$ cat src/rtl/uart_pkg.sv
// Shared definitions for the configurable UART: FSM encoding, parity modes and
// default oversampling constants (also consumed by the future uart_rx).
package uart_pkg;

   typedef enum logic [2:0] {
      ST_IDLE   = 3'd0,
      ST_START  = 3'd1,
      ST_DATA   = 3'd2,
      ST_PARITY = 3'd3,
      ST_STOP   = 3'd4
   } state_t;

   localparam logic [1:0] PAR_NONE = 2'b00;
   localparam logic [1:0] PAR_EVEN = 2'b01;
   localparam logic [1:0] PAR_ODD  = 2'b10;

   localparam int OS_TICK_DEF = 16;
   localparam int SB_TICK_DEF = 16;

   // 2'b11 is reserved and behaves as no parity.
   function automatic logic par_enabled(input logic [1:0] mode);
      return (mode == PAR_EVEN) || (mode == PAR_ODD);
   endfunction

endpackage

$ cat src/rtl/uart_tx_cfg.sv
// Configurable UART transmitter: start bit, DBIT data bits LSB-first, optional
// even/odd parity and a stop period of SB_TICK baud ticks, paced by s_tick.
module uart_tx_cfg
   import uart_pkg::*;
#(
   parameter int DBIT    = 8,
   parameter int OS_TICK = OS_TICK_DEF,
   parameter int SB_TICK = SB_TICK_DEF
) (
   input  logic            clk,
   input  logic            reset_n,
   input  logic            tx_start,
   input  logic            s_tick,
   input  logic [DBIT-1:0] din,
   input  logic [1:0]      par_mode,
   output logic            tx,
   output logic            tx_busy,
   output logic            tx_done_tick
);

   localparam int TMAX = (OS_TICK > SB_TICK) ? OS_TICK : SB_TICK;
   localparam int TW   = $clog2(TMAX);
   localparam int BW   = $clog2(DBIT);

   localparam logic [TW-1:0] OS_LAST  = TW'(OS_TICK - 1);
   localparam logic [TW-1:0] SB_LAST  = TW'(SB_TICK - 1);
   localparam logic [BW-1:0] BIT_LAST = BW'(DBIT - 1);

   state_t            state;
   logic [TW-1:0]     tick_cnt;
   logic [BW-1:0]     bit_cnt;
   logic [DBIT-1:0]   shreg;
   logic [1:0]        mode_reg;
   logic              par_bit;
   logic              tx_reg;

   // tx_reg is loaded with the level of the state being entered, so the line
   // is a pure flop output that always matches the current state.
   always_ff @(posedge clk or negedge reset_n) begin
      if (!reset_n) begin
         state    <= ST_IDLE;
         tick_cnt <= '0;
         bit_cnt  <= '0;
         shreg    <= '0;
         mode_reg <= PAR_NONE;
         par_bit  <= 1'b0;
         tx_reg   <= 1'b1;
      end else begin
         case (state)
            ST_IDLE: begin
               tx_reg <= 1'b1;
               if (tx_start) begin
                  shreg    <= din;
                  mode_reg <= par_mode;
                  par_bit  <= (par_mode == PAR_ODD) ? ~(^din) : (^din);
                  tick_cnt <= '0;
                  tx_reg   <= 1'b0;
                  state    <= ST_START;
               end
            end
            ST_START: begin
               if (s_tick) begin
                  if (tick_cnt == OS_LAST) begin
                     tick_cnt <= '0;
                     bit_cnt  <= '0;
                     tx_reg   <= shreg[0];
                     state    <= ST_DATA;
                  end else begin
                     tick_cnt <= tick_cnt + 1'b1;
                  end
               end
            end
            ST_DATA: begin
               if (s_tick) begin
                  if (tick_cnt == OS_LAST) begin
                     tick_cnt <= '0;
                     shreg    <= {1'b0, shreg[DBIT-1:1]};
                     if (bit_cnt == BIT_LAST) begin
                        if (par_enabled(mode_reg)) begin
                           tx_reg <= par_bit;
                           state  <= ST_PARITY;
                        end else begin
                           tx_reg <= 1'b1;
                           state  <= ST_STOP;
                        end
                     end else begin
                        bit_cnt <= bit_cnt + 1'b1;
                        tx_reg  <= shreg[1];
                     end
                  end else begin
                     tick_cnt <= tick_cnt + 1'b1;
                  end
               end
            end
            ST_PARITY: begin
               if (s_tick) begin
                  if (tick_cnt == OS_LAST) begin
                     tick_cnt <= '0;
                     tx_reg   <= 1'b1;
                     state    <= ST_STOP;
                  end else begin
                     tick_cnt <= tick_cnt + 1'b1;
                  end
               end
            end
            ST_STOP: begin
               if (s_tick) begin
                  if (tick_cnt == SB_LAST) begin
                     tick_cnt <= '0;
                     state    <= ST_IDLE;
                  end else begin
                     tick_cnt <= tick_cnt + 1'b1;
                  end
               end
            end
            default: begin
               tx_reg <= 1'b1;
               state  <= ST_IDLE;
            end
         endcase
      end
   end

   assign tx           = tx_reg;
   assign tx_busy      = (state != ST_IDLE);
   assign tx_done_tick = (state == ST_STOP) && s_tick && (tick_cnt == SB_LAST);

endmodule

$ cat config.mk
export PLATFORM = sky130hd
export DESIGN_NAME = uart_tx_cfg
export DESIGN_NICKNAME = d
export VERILOG_FILES = /design/src/rtl/uart_pkg.sv /design/src/rtl/uart_tx_cfg.sv
export SDC_FILE = /design/constraint.sdc
export NUM_CORES = 1
export LEC_CHECK = 0
export CAP_MARGIN = 10
export CORE_ASPECT_RATIO = 1.5
export CORE_UTILIZATION = 26
export DETAILED_ROUTE_END_ITERATION = 7
export PLACE_DENSITY = 0.48
export SLEW_MARGIN = 5
export SYNTH_ARGS = -nofsm -noshare
export SYNTH_HDL_FRONTEND = slang
export SYNTH_SLANG_ARGS = --single-unit
export TNS_END_PERCENT = 5
$ cat constraint.sdc
create_clock -name clk -period 2.5 [get_ports clk]
set_input_delay 0.375 -clock clk [delete_from_list [all_inputs] [get_ports clk]]
set_output_delay 0.375 -clock clk [all_outputs]
set_load 0.005 [all_outputs]
==> results.py <==
metrics = {
    "outcome": {
        "status": "completed",
    },
    "clock_network": {
        "cts-htree-levels": 1,
        "clk_latency_ns": 0.26,
        "cts_resized": 0,
        "numCtsBuffers": 3,
        "hold_buffers": 0,
        "postCtsSetupRepairBufs": 0,
        "cts_tree": "done",
        "cts_root_buffer": "clkbuf_8",
        "clock_path_buffers": 2,
        "clk_pin_slew_ns": 0.08,
        "clock_sinks": 22,
    },
    "logic_synthesis": {
        "ys.flop_type": "dfrtp_1",
        "ys_seq_area_share_pct": 40.9,
        "synth.yosys.warnings": 0,
        "yosysUniqueCellTypes": 47,
        "syn_avg_cell_area_um2": 10.7,
        "async_flop_share_pct": 100,
        "syn_inst": 126,
        "syn_nets": 143,
        "yosys_register_bits": 22,
        "synth_edf_count": 0,
        "syn_area_mm2": 0.00135,
    },
    "grt": {
        "gr-total-overflow": 0,
        "grt_pass1_vias": 1114,
        "grt_pass1_wl_um": 4970,
        "antenna_found_initial": 0,
        "grt_max_degree": 23,
        "track_usage_pct": 11.8,
    },
    "final_layout": {
        "final_nets": 161,
        "largest_reg_flops": 8,
        "n_antenna_cell": 0,
        "area.growth.synth_to_final_pct": 20.9,
        "regMostFlops": "shreg",
        "nFillCells": 527,
        "reg.largest.list": "shreg (8), tick_cnt (4)",
        "drive_above_1_share_pct": 14.7,
    },
    "setup_path": {
        "ff2ff_setup_slack_ns": 0.54,
        "critPathCaptureType": "output pin",
        "required_ns": 2.12,
        "crit_type": "reg2out",
        "cp_max_fo": 17,
        "cpPeakStageDelay_ns": 0.59,
        "cp_slowest_cell": "dfrtp_1",
        "cp_data_arrival_time_ns": 1.87,
        "startpoint_type": "register",
        "crit_chain": "nor2_2 -> and3_1 -> clkdlybuf4s50_1",
    },
    "die": {
        "die_y_um": 90.2,
        "dieWidth_um": 60.8,
        "start_util_pct": 27.6,
        "ios": 17,
        "core_area_mm2": 0.00489,
        "row_count": 31,
        "die_area_mm2": 0.00548,
    },
    "routing": {
        "dr_total_vias": 1009,
        "drc": 0,
        "drt_iter0_drc": 40,
        "routed_wl_um": 2800,
        "final_antenna_net_count": 0,
        "viasPerCell": 4.83,
        "drt_first_pass_iters": 4,
        "routedWlPerCell_um": 13.4,
    },
    "sta": {
        "grt_setup_unrepaired": "no",
        "final_hold_viol_count": 0,
        "fin_crit_ns": 2.25,
        "period_share_pct": 89.9,
        "fmax_mhz": 445,
        "worst_pin_slew_ns": 0.562,
        "maxSlewViolCount": 0,
        "setup_viol": 0,
        "fin_skew_ns": 0.00613,
        "timing.slew.headroom_pct": 62.6,
        "tns_ns": 0,
    },
    "power": {
        "power_density_mw_per_mm2": 863,
        "vdd_drop_max_v": 0.000297,
        "leakagePower_nw": 0.681,
        "total_power_mw": 1.41,
    },
    "placement": {
        "place.detailed.hpwl_um": 2120,
        "io_buffers": 16,
        "gp_congestion": 0.717,
    },
    "job": {
        "drv_cap": 0,
    },
    "worst_hold_path": {
        "min_path_type": "in2async",
    },
}
per-layer routing:
metal | part of all wire [%] | GRT usage [%]
met1 | 43 | 14.0
met2 | 53 | 20.8
met3 | 3.1 | 1.87
met4 | 0.68 | 3.41
met5 | 0 | 0
through the flow:
step	instance area, um2	setup WS [ns]	utilization [%]	std cells	hold WS [ns]
global placement	1570	0.313	32.2	205	0.465
CTS	1630	0.231	33.3	209	0.464
global route	1630	0.122	33.3	209	0.488
detailed placement	1570	0.282	32.2	205	0.468
floorplan	1350	0.882	-	126	0.0794
finish	1630	0.253	33.3	209	0.463
cells in the mapped netlist (2+ instances only):
cell type | number | area (um2)
buf_2 | 4 | 20.0
nor3_1 | 3 | 15.0
xor2_1 | 2 | 17.5
ha_1 | 3 | 37.5
nor3_2 | 2 | 20.0
mux2_1 | 12 | 135
o31ai_1 | 2 | 15.0
inv_1 | 2 | 7.51
o21ai_0 | 2 | 10.0
nand2b_1 | 2 | 12.5
nand3_1 | 2 | 10.0
a21boi_1 | 2 | 15.0
a21oi_1 | 3 | 15.0
mux2_2 | 7 | 78.8
nor2_1 | 7 | 26.3
dfrtp_1 | 21 | 526
and3_1 | 4 | 25.0
o21a_1 | 4 | 30.0
xnor2_1 | 5 | 43.8
nor2_2 | 2 | 12.5
nand2_1 | 7 | 26.3
or4_1 | 2 | 15.0
o21ai_1 | 2 | 10.0
path summary, 6_finish.rpt:
check                      startpoint  depth (start not counted)           end
min in group clk              par_bit                          2       par_bit
hold / removal                reset_n                          2   tick_cnt[0]
setup / recovery             state[1]                          3  tx_done_tick
hold reg to reg               par_bit                          2       par_bit
max in group asynchronous     reset_n                          2            tx
setup reg to reg             state[0]                          4      shreg[6]
cells in the final DEF, fill, tap and decap left out, types with 2 or more instances in the layout:
| cell | synthesis | layout |
|---|---|---|
| a21boi_1 | 2 | 2 |
| a21oi_1 | 3 | 3 |
| and3_1 | 4 | 4 |
| buf_4 | 0 | 2 |
| clkbuf_8 | 0 | 4 |
| clkdlybuf4s50_1 | 0 | 16 |
| dfrtp_1 | 21 | 21 |
| ha_1 | 3 | 3 |
| inv_1 | 2 | 2 |
| mux2_1 | 12 | 12 |
| mux2_2 | 7 | 7 |
| nand2_1 | 7 | 7 |
| nand2b_1 | 2 | 2 |
| nand3_1 | 2 | 2 |
| nor2_1 | 7 | 7 |
| nor2_2 | 2 | 2 |
| nor3_1 | 3 | 3 |
| nor3_2 | 2 | 2 |
| o21a_1 | 4 | 4 |
| o21ai_0 | 2 | 2 |
| o21ai_1 | 2 | 2 |
| o31ai_1 | 2 | 2 |
| or4_1 | 2 | 2 |
| xnor2_1 | 5 | 5 |
| xor2_1 | 2 | 2 |
power breakdown:
group | switching [mW] | internal [mW]
combinational | 0.226 | 0.279
clock | 0.113 | 0.140
sequential | 0.150 | 0.497
cell type report:
class | count | area [um2] | share of cell area (%)
clock buffers | 4 | 55.1 | 3.38
inverters | 3 | 11.3 | 0.691
multi-input cells | 96 | 753 | 46.2
flip-flops and latches | 22 | 552 | 33.9
well taps | 66 | 82.6 | 5.07
repair buffers | 18 | 175 | 10.8
worst max-delay path: cells and delay by family (launching register included):
kind	cells	cell delay (ns)
buf+inv	1	0.49
flops	1	0.59
simple gates	2	0.53
cells by family after synthesis:
group | Yosys count | synth area share (%)
AO/OA/AOI/OAI | 27 | 14.5
XOR/XNOR | 8 | 6.22
adder cells (fa/ha/maj) | 3 | 2.79
buffers and inverters | 8 | 3.16
flip-flops | 22 | 40.9
multiplexers | 20 | 16.6
AND/OR/NAND/NOR | 38 | 15.8
Note: power is estimated with default switching activity, not from simulation.
